--- src/rtl/pipelined_adder_sub.sv ---
// Pipelined adder/subtractor with a valid/ready handshake. Each stage adds one CW-bit chunk
// and hands its carry to the next stage; the last stage also derives overflow and saturates.
module pipelined_adder_sub #(
  parameter int WIDTH  = 32,
  parameter int STAGES = 4
) (
  input  logic             clk,
  input  logic             rst_n,
  input  logic             in_valid,
  output logic             in_ready,
  input  logic [WIDTH-1:0] a,
  input  logic [WIDTH-1:0] b,
  input  logic             cin,
  input  logic             sub,
  input  logic             sat,
  output logic             out_valid,
  input  logic             out_ready,
  output logic [WIDTH-1:0] sum,
  output logic             cout,
  output logic             ovf
);

  localparam int CW   = WIDTH / STAGES;
  localparam int LAST = STAGES - 1;

  logic             adv;

  // Per-stage inputs: stage 0 takes the port operands, later stages take the previous registers
  logic             v_src    [STAGES];
  logic [WIDTH-1:0] a_src    [STAGES];
  logic [WIDTH-1:0] bp_src   [STAGES];
  logic [WIDTH-1:0] psum_src [STAGES];
  logic             c_src    [STAGES];
  logic             sat_src  [STAGES];

  logic [WIDTH-1:0] psum_d   [STAGES];
  logic             c_d      [STAGES];

  logic             v_q      [STAGES];
  logic [WIDTH-1:0] a_q      [STAGES];
  logic [WIDTH-1:0] bp_q     [STAGES];
  logic [WIDTH-1:0] psum_q   [STAGES];
  logic             c_q      [STAGES];
  logic             sat_q    [STAGES];
  logic             ovf_q;

  logic [WIDTH-1:0] res_d;
  logic             ovf_d;

  generate
    for (genvar gi = 0; gi < STAGES; gi++) begin : g_stage
      if (gi == 0) begin : g_head
        assign v_src[gi]    = in_valid;
        assign a_src[gi]    = a;
        assign bp_src[gi]   = sub ? ~b : b;
        assign c_src[gi]    = sub | cin;
        assign sat_src[gi]  = sat;
        assign psum_src[gi] = '0;
      end else begin : g_body
        assign v_src[gi]    = v_q[gi-1];
        assign a_src[gi]    = a_q[gi-1];
        assign bp_src[gi]   = bp_q[gi-1];
        assign c_src[gi]    = c_q[gi-1];
        assign sat_src[gi]  = sat_q[gi-1];
        assign psum_src[gi] = psum_q[gi-1];
      end

      logic [CW:0]      chunk;
      logic [WIDTH-1:0] merged;

      assign chunk = {1'b0, a_src[gi][gi*CW +: CW]}
                   + {1'b0, bp_src[gi][gi*CW +: CW]}
                   + {{CW{1'b0}}, c_src[gi]};

      always_comb begin
        merged                = psum_src[gi];
        merged[gi*CW +: CW]   = chunk[CW-1:0];
      end

      assign psum_d[gi] = merged;
      assign c_d[gi]    = chunk[CW];
    end
  endgenerate

  // Overflow uses the effective B operand, so subtract overflow falls out of the same rule
  assign ovf_d = (a_src[LAST][WIDTH-1] == bp_src[LAST][WIDTH-1]) &&
                 (psum_d[LAST][WIDTH-1] != a_src[LAST][WIDTH-1]);

  assign res_d = (sat_src[LAST] && ovf_d)
               ? (a_src[LAST][WIDTH-1] ? {1'b1, {(WIDTH-1){1'b0}}} : {1'b0, {(WIDTH-1){1'b1}}})
               : psum_d[LAST];

  always_ff @(posedge clk or negedge rst_n) begin
    if (!rst_n) begin
      for (int k = 0; k < STAGES; k++) begin
        v_q[k]    <= 1'b0;
        a_q[k]    <= '0;
        bp_q[k]   <= '0;
        psum_q[k] <= '0;
        c_q[k]    <= 1'b0;
        sat_q[k]  <= 1'b0;
      end
      ovf_q <= 1'b0;
    end else if (adv) begin
      for (int k = 0; k < STAGES; k++) begin
        v_q[k]    <= v_src[k];
        a_q[k]    <= a_src[k];
        bp_q[k]   <= bp_src[k];
        psum_q[k] <= (k == LAST) ? res_d : psum_d[k];
        c_q[k]    <= c_d[k];
        sat_q[k]  <= sat_src[k];
      end
      ovf_q <= ovf_d;
    end
  end

  // Whole pipeline moves in lockstep; a stalled output freezes every stage
  assign adv       = !v_q[LAST] || out_ready;
  assign in_ready  = adv;
  assign out_valid = v_q[LAST];
  assign sum       = psum_q[LAST];
  assign cout      = c_q[LAST];
  assign ovf       = ovf_q;

endmodule

--- config.mk ---
export PLATFORM = sky130hd
export DESIGN_NAME = pipelined_adder_sub
export DESIGN_NICKNAME = d
export VERILOG_FILES = /design/src/rtl/pipelined_adder_sub.sv
export SDC_FILE = /design/constraint.sdc
export NUM_CORES = 1
export LEC_CHECK = 0
export ABC_AREA = 1
export CORE_ASPECT_RATIO = 1.5
export CORE_MARGIN = 3
export CORE_UTILIZATION = 50
export CTS_CLUSTER_DIAMETER = 200
export DETAILED_ROUTE_END_ITERATION = 10
export GPL_ROUTABILITY_DRIVEN = 0
export PLACE_DENSITY_LB_ADDON = 0.3
export SKIP_LAST_GASP = 1
export SLEW_MARGIN = 0
export SYNTH_ARGS = -nofsm -noshare
export SYNTH_HDL_FRONTEND = slang
export SYNTH_SLANG_ARGS = --single-unit
--- constraint.sdc ---
create_clock -name clk -period 2.35 [get_ports clk]
set_input_delay 0.705 -clock clk [delete_from_list [all_inputs] [get_ports clk]]
set_output_delay 0.705 -clock clk [all_outputs]
set_load 0.02 [all_outputs]
==> impl_metrics.json <==
{
  "status": "complete, no violations",
  "diodes": 0,
  "drv_slew": 0,
  "rsz0062_at_grt": "no",
  "intPower_w": 0.00873,
  "layout_min_cycle_time_ps": 2260,
  "rows": 58,
  "clkPwrFrac_pct": 19.0,
  "crit_cells": 4,
  "worstMarginPinSlew_ps": 479,
  "pwr-share-comb_pct": 43.0,
  "ir_drop_v": 0.000565,
  "die_area_um2": 19300,
  "drcViolationCount": 0,
  "place_hpwl_um": 12300,
  "dr.first_iter.drc_count": 271,
  "dp.cells": 1287,
  "cts_max_path_buffers": 2,
  "fin_setup_tns_ps": 0,
  "clkLatencyLatePin_ps": 430,
  "cp_max_fo": 4,
  "layout-drive-gt1-share_pct": 9.47,
  "cts_htree_levels": 4,
  "cp_data_arrival_time_ps": 1550,
  "chipWidth_um": 114,
  "post_cts_resized": 0,
  "fin_nets": 1203,
  "post_drt_via_cell_ratio": 4.94,
  "synthCells": 993,
  "ios": 107,
  "setup_slack_ps": 91.0,
  "pwr-share-seq_pct": 37.9,
  "cts_hold_buf": 0,
  "p_leak_nw": 5.23,
  "path_clk_slew_ps": 70,
  "path_buf_inv": 3,
  "crit_slowest_cell": "clkdlybuf4s50_1",
  "grt_pass1_wl_um": 29700,
  "cp-start-kind": "input pin",
  "syn_to_final_growth_pct": 22.1,
  "die_y_um": 169,
  "wl_per_cell_um": 13.1,
  "initial_core_util_pct": 51.6,
  "hold_violations": 0,
  "core_um2": 17100,
  "numPortBuffers": 106,
  "setup_viol": 0,
  "post_cts_buffers": 0,
  "end_kind": "output pin",
  "ys_warn_count": 0,
  "yosysUniqueCellTypes": 27,
  "wl_um": 17200,
  "avgSynthCellArea_um2": 8.87,
  "syn-num-nets": 1100,
  "maxCapViolations": 0,
  "cts-root-buf": "clkbuf_16",
  "fmax_mhz": 443,
  "worstSetupPathType": "in2out",
  "crit_required_ps": 1640,
  "worstPathCellList": "clkdlybuf4s50_1 -> nor2_4 -> inv_4 -> buf_4",
  "yosysSeqAreaShare_pct": 53.4,
  "ys_ff_latch": 188,
  "final_cell_mix": "nand2_1 (372), dfrtp_1 (188), clkdlybuf4s50_1 (103)",
  "layoutNonFillerInstCount": 1319,
  "critical-path-max-stage-delay_ps": 440,
  "hp-class": "in2async",
  "cts_sinks": 188,
  "worstRegToRegCells": 9,
  "max_slew_margin_pct": 68.1,
  "antenna_found_initial": 0,
  "min_period_over_period_pct": 96.1,
  "powerDensity_nw_per_um2": 1340,
  "rrSetupSlack_ps": 250,
  "grt_use_total_pct": 18.9,
  "dr.pass1.iters": 4,
  "cts_inserted_buffers": 17,
  "vias": 6514,
  "final_common_cell": "nand2_1",
  "finClkSkew_ps": 11.1,
  "cts_tree": "yes",
  "grt_max_degree": 68,
  "cpLargestDelayFamily": "buffers and inverters",
  "overflow": 0,
  "p_sw_share_pct": 39.7,
  "pre_cts_slack_ps": -306,
  "finish.utilization_pct": 63.1,
  "power.switching_w": 0.00573,
  "netlist_area_um2": 8800,
  "ant_nets": 0,
  "grt_pass1_vias": 6374
}
[power groups by stage]
| stage | sequential [W] | clock (W) | combinational (W) |
|---|---|---|---|
| 5_1_grt | 0.00569 | 0.00293 | 0.00707 |
| 6_report | 0.00549 | 0.00275 | 0.00622 |
| 3_3_place_gp | 0.00550 | 0 | 0.00607 |
| 4_1_cts | 0.00550 | 0.00281 | 0.00630 |
| 2_1_floorplan | 0.00573 | 0 | 0.00412 |
| 3_5_place_dp | 0.00556 | 0 | 0.00624 |
[cell type report]
type | instances | area [um^2]
clock inverters | 15 | 150
well taps | 210 | 263
clock buffers | 17 | 425
inverters | 69 | 262
repair buffers | 131 | 1350
multi-input cells | 689 | 3600
fillers | 1397 | 6300
flip-flops and latches | 188 | 4700
[per-layer routing]
| layer | vias up | wire, um | track usage [%] | part of all wire, % |
|---|---|---|---|---|
| met1 | 3024 | 7960 | 25.7 | 46 |
| li1 | 3348 | - | - | - |
| met3 | 17 | 637 | 3.29 | 3.7 |
| met2 | 125 | 8430 | 31.1 | 49 |
| met4 | 0 | 221 | 5.63 | 1.3 |
| met5 | - | 0 | 0 | 0 |
[synth_stat cells]
cell type / n / area [um^2]
o21ai_0: 92 / 460
a31oi_1: 3 / 18.8
a21oi_2: 30 / 263
nand3_2: 1 / 10.0
inv_2: 2 / 7.51
nand2_1: 372 / 1400
nor3_1: 1 / 5.00
nand2_2: 2 / 12.5
a31o_2: 1 / 8.76
nand3_1: 20 / 100
nand4_4: 1 / 21.3
nand3b_1: 3 / 22.5
or2_4: 1 / 8.76
nand4_1: 11 / 68.8
buf_2: 24 / 120
buf_6: 6 / 67.6
nor2_1: 48 / 180
o211ai_1: 2 / 15.0
clkbuf_1: 17 / 63.8
dfrtp_1: 188 / 4700
fa_1: 8 / 160
a21oi_1: 19 / 95.1
xor2_1: 15 / 131
xnor2_1: 27 / 236
or2_2: 4 / 25.0
inv_1: 67 / 251
ha_1: 28 / 350
[worst register-to-register path, stage by stage (launching register included)]
cell,delay [ps]
dfrtp_1,400
fa_1,470
nand2_1,80
nand2_1,100
nand3_2,120
nand2_2,80
nand2_2,90
nand4_4,360
nand2_1,220
a21oi_2,70
[path summary, 6_finish.rpt]
kind,startpoint,endpoint
setup reg to reg,a_q[56]$_DFFE_PN0P_,sum[15]$_DFFE_PN0P_
max in group asynchronous,rst_n,a_q[81]$_DFFE_PN0P_
min in group clk,v_q[1]$_DFFE_PN0P_,out_valid$_DFFE_PN0P_
hold reg to reg,v_q[1]$_DFFE_PN0P_,out_valid$_DFFE_PN0P_
hold / removal,rst_n,a_q[121]$_DFFE_PN0P_
setup / recovery,out_ready,in_ready
[state kept, by name, summed over array words and instances (netlist names), 3 cells and up]
| register | flops |
|---|---|
| a_q | 48 |
| bp_q | 48 |
| g_stage.merged | 48 |
| sum | 32 |
| c_q | 3 |
| sat_q | 3 |
| v_q | 3 |
[stage by stage]
| step | instance area [um^2] | hold slack, ps | power, W |
|---|---|---|---|
| 6_report | 10800 | 241 | 0.0145 |
| 3_5_place_dp | 10200 | 446 | 0.0118 |
| 5_1_grt | 10800 | 269 | 0.0157 |
| 4_1_cts | 10800 | 250 | 0.0146 |
| 2_1_floorplan | 8830 | 409 | 0.00985 |
| 3_3_place_gp | 10200 | 441 | 0.0116 |
[kinds of logic after synthesis]
kind of cell / count (synthesis) / share of synthesized area, %
AOI/OAI and AO/OA: 147 / 9.78
DFF: 188 / 53.4
and+or+nand+nor: 464 / 21.0
buffers and inverters: 116 / 5.80
adders and majority gates: 36 / 5.80
xor gates and xnor gates: 42 / 4.18
No activity file was read; power rests on OpenSTA's default activity.
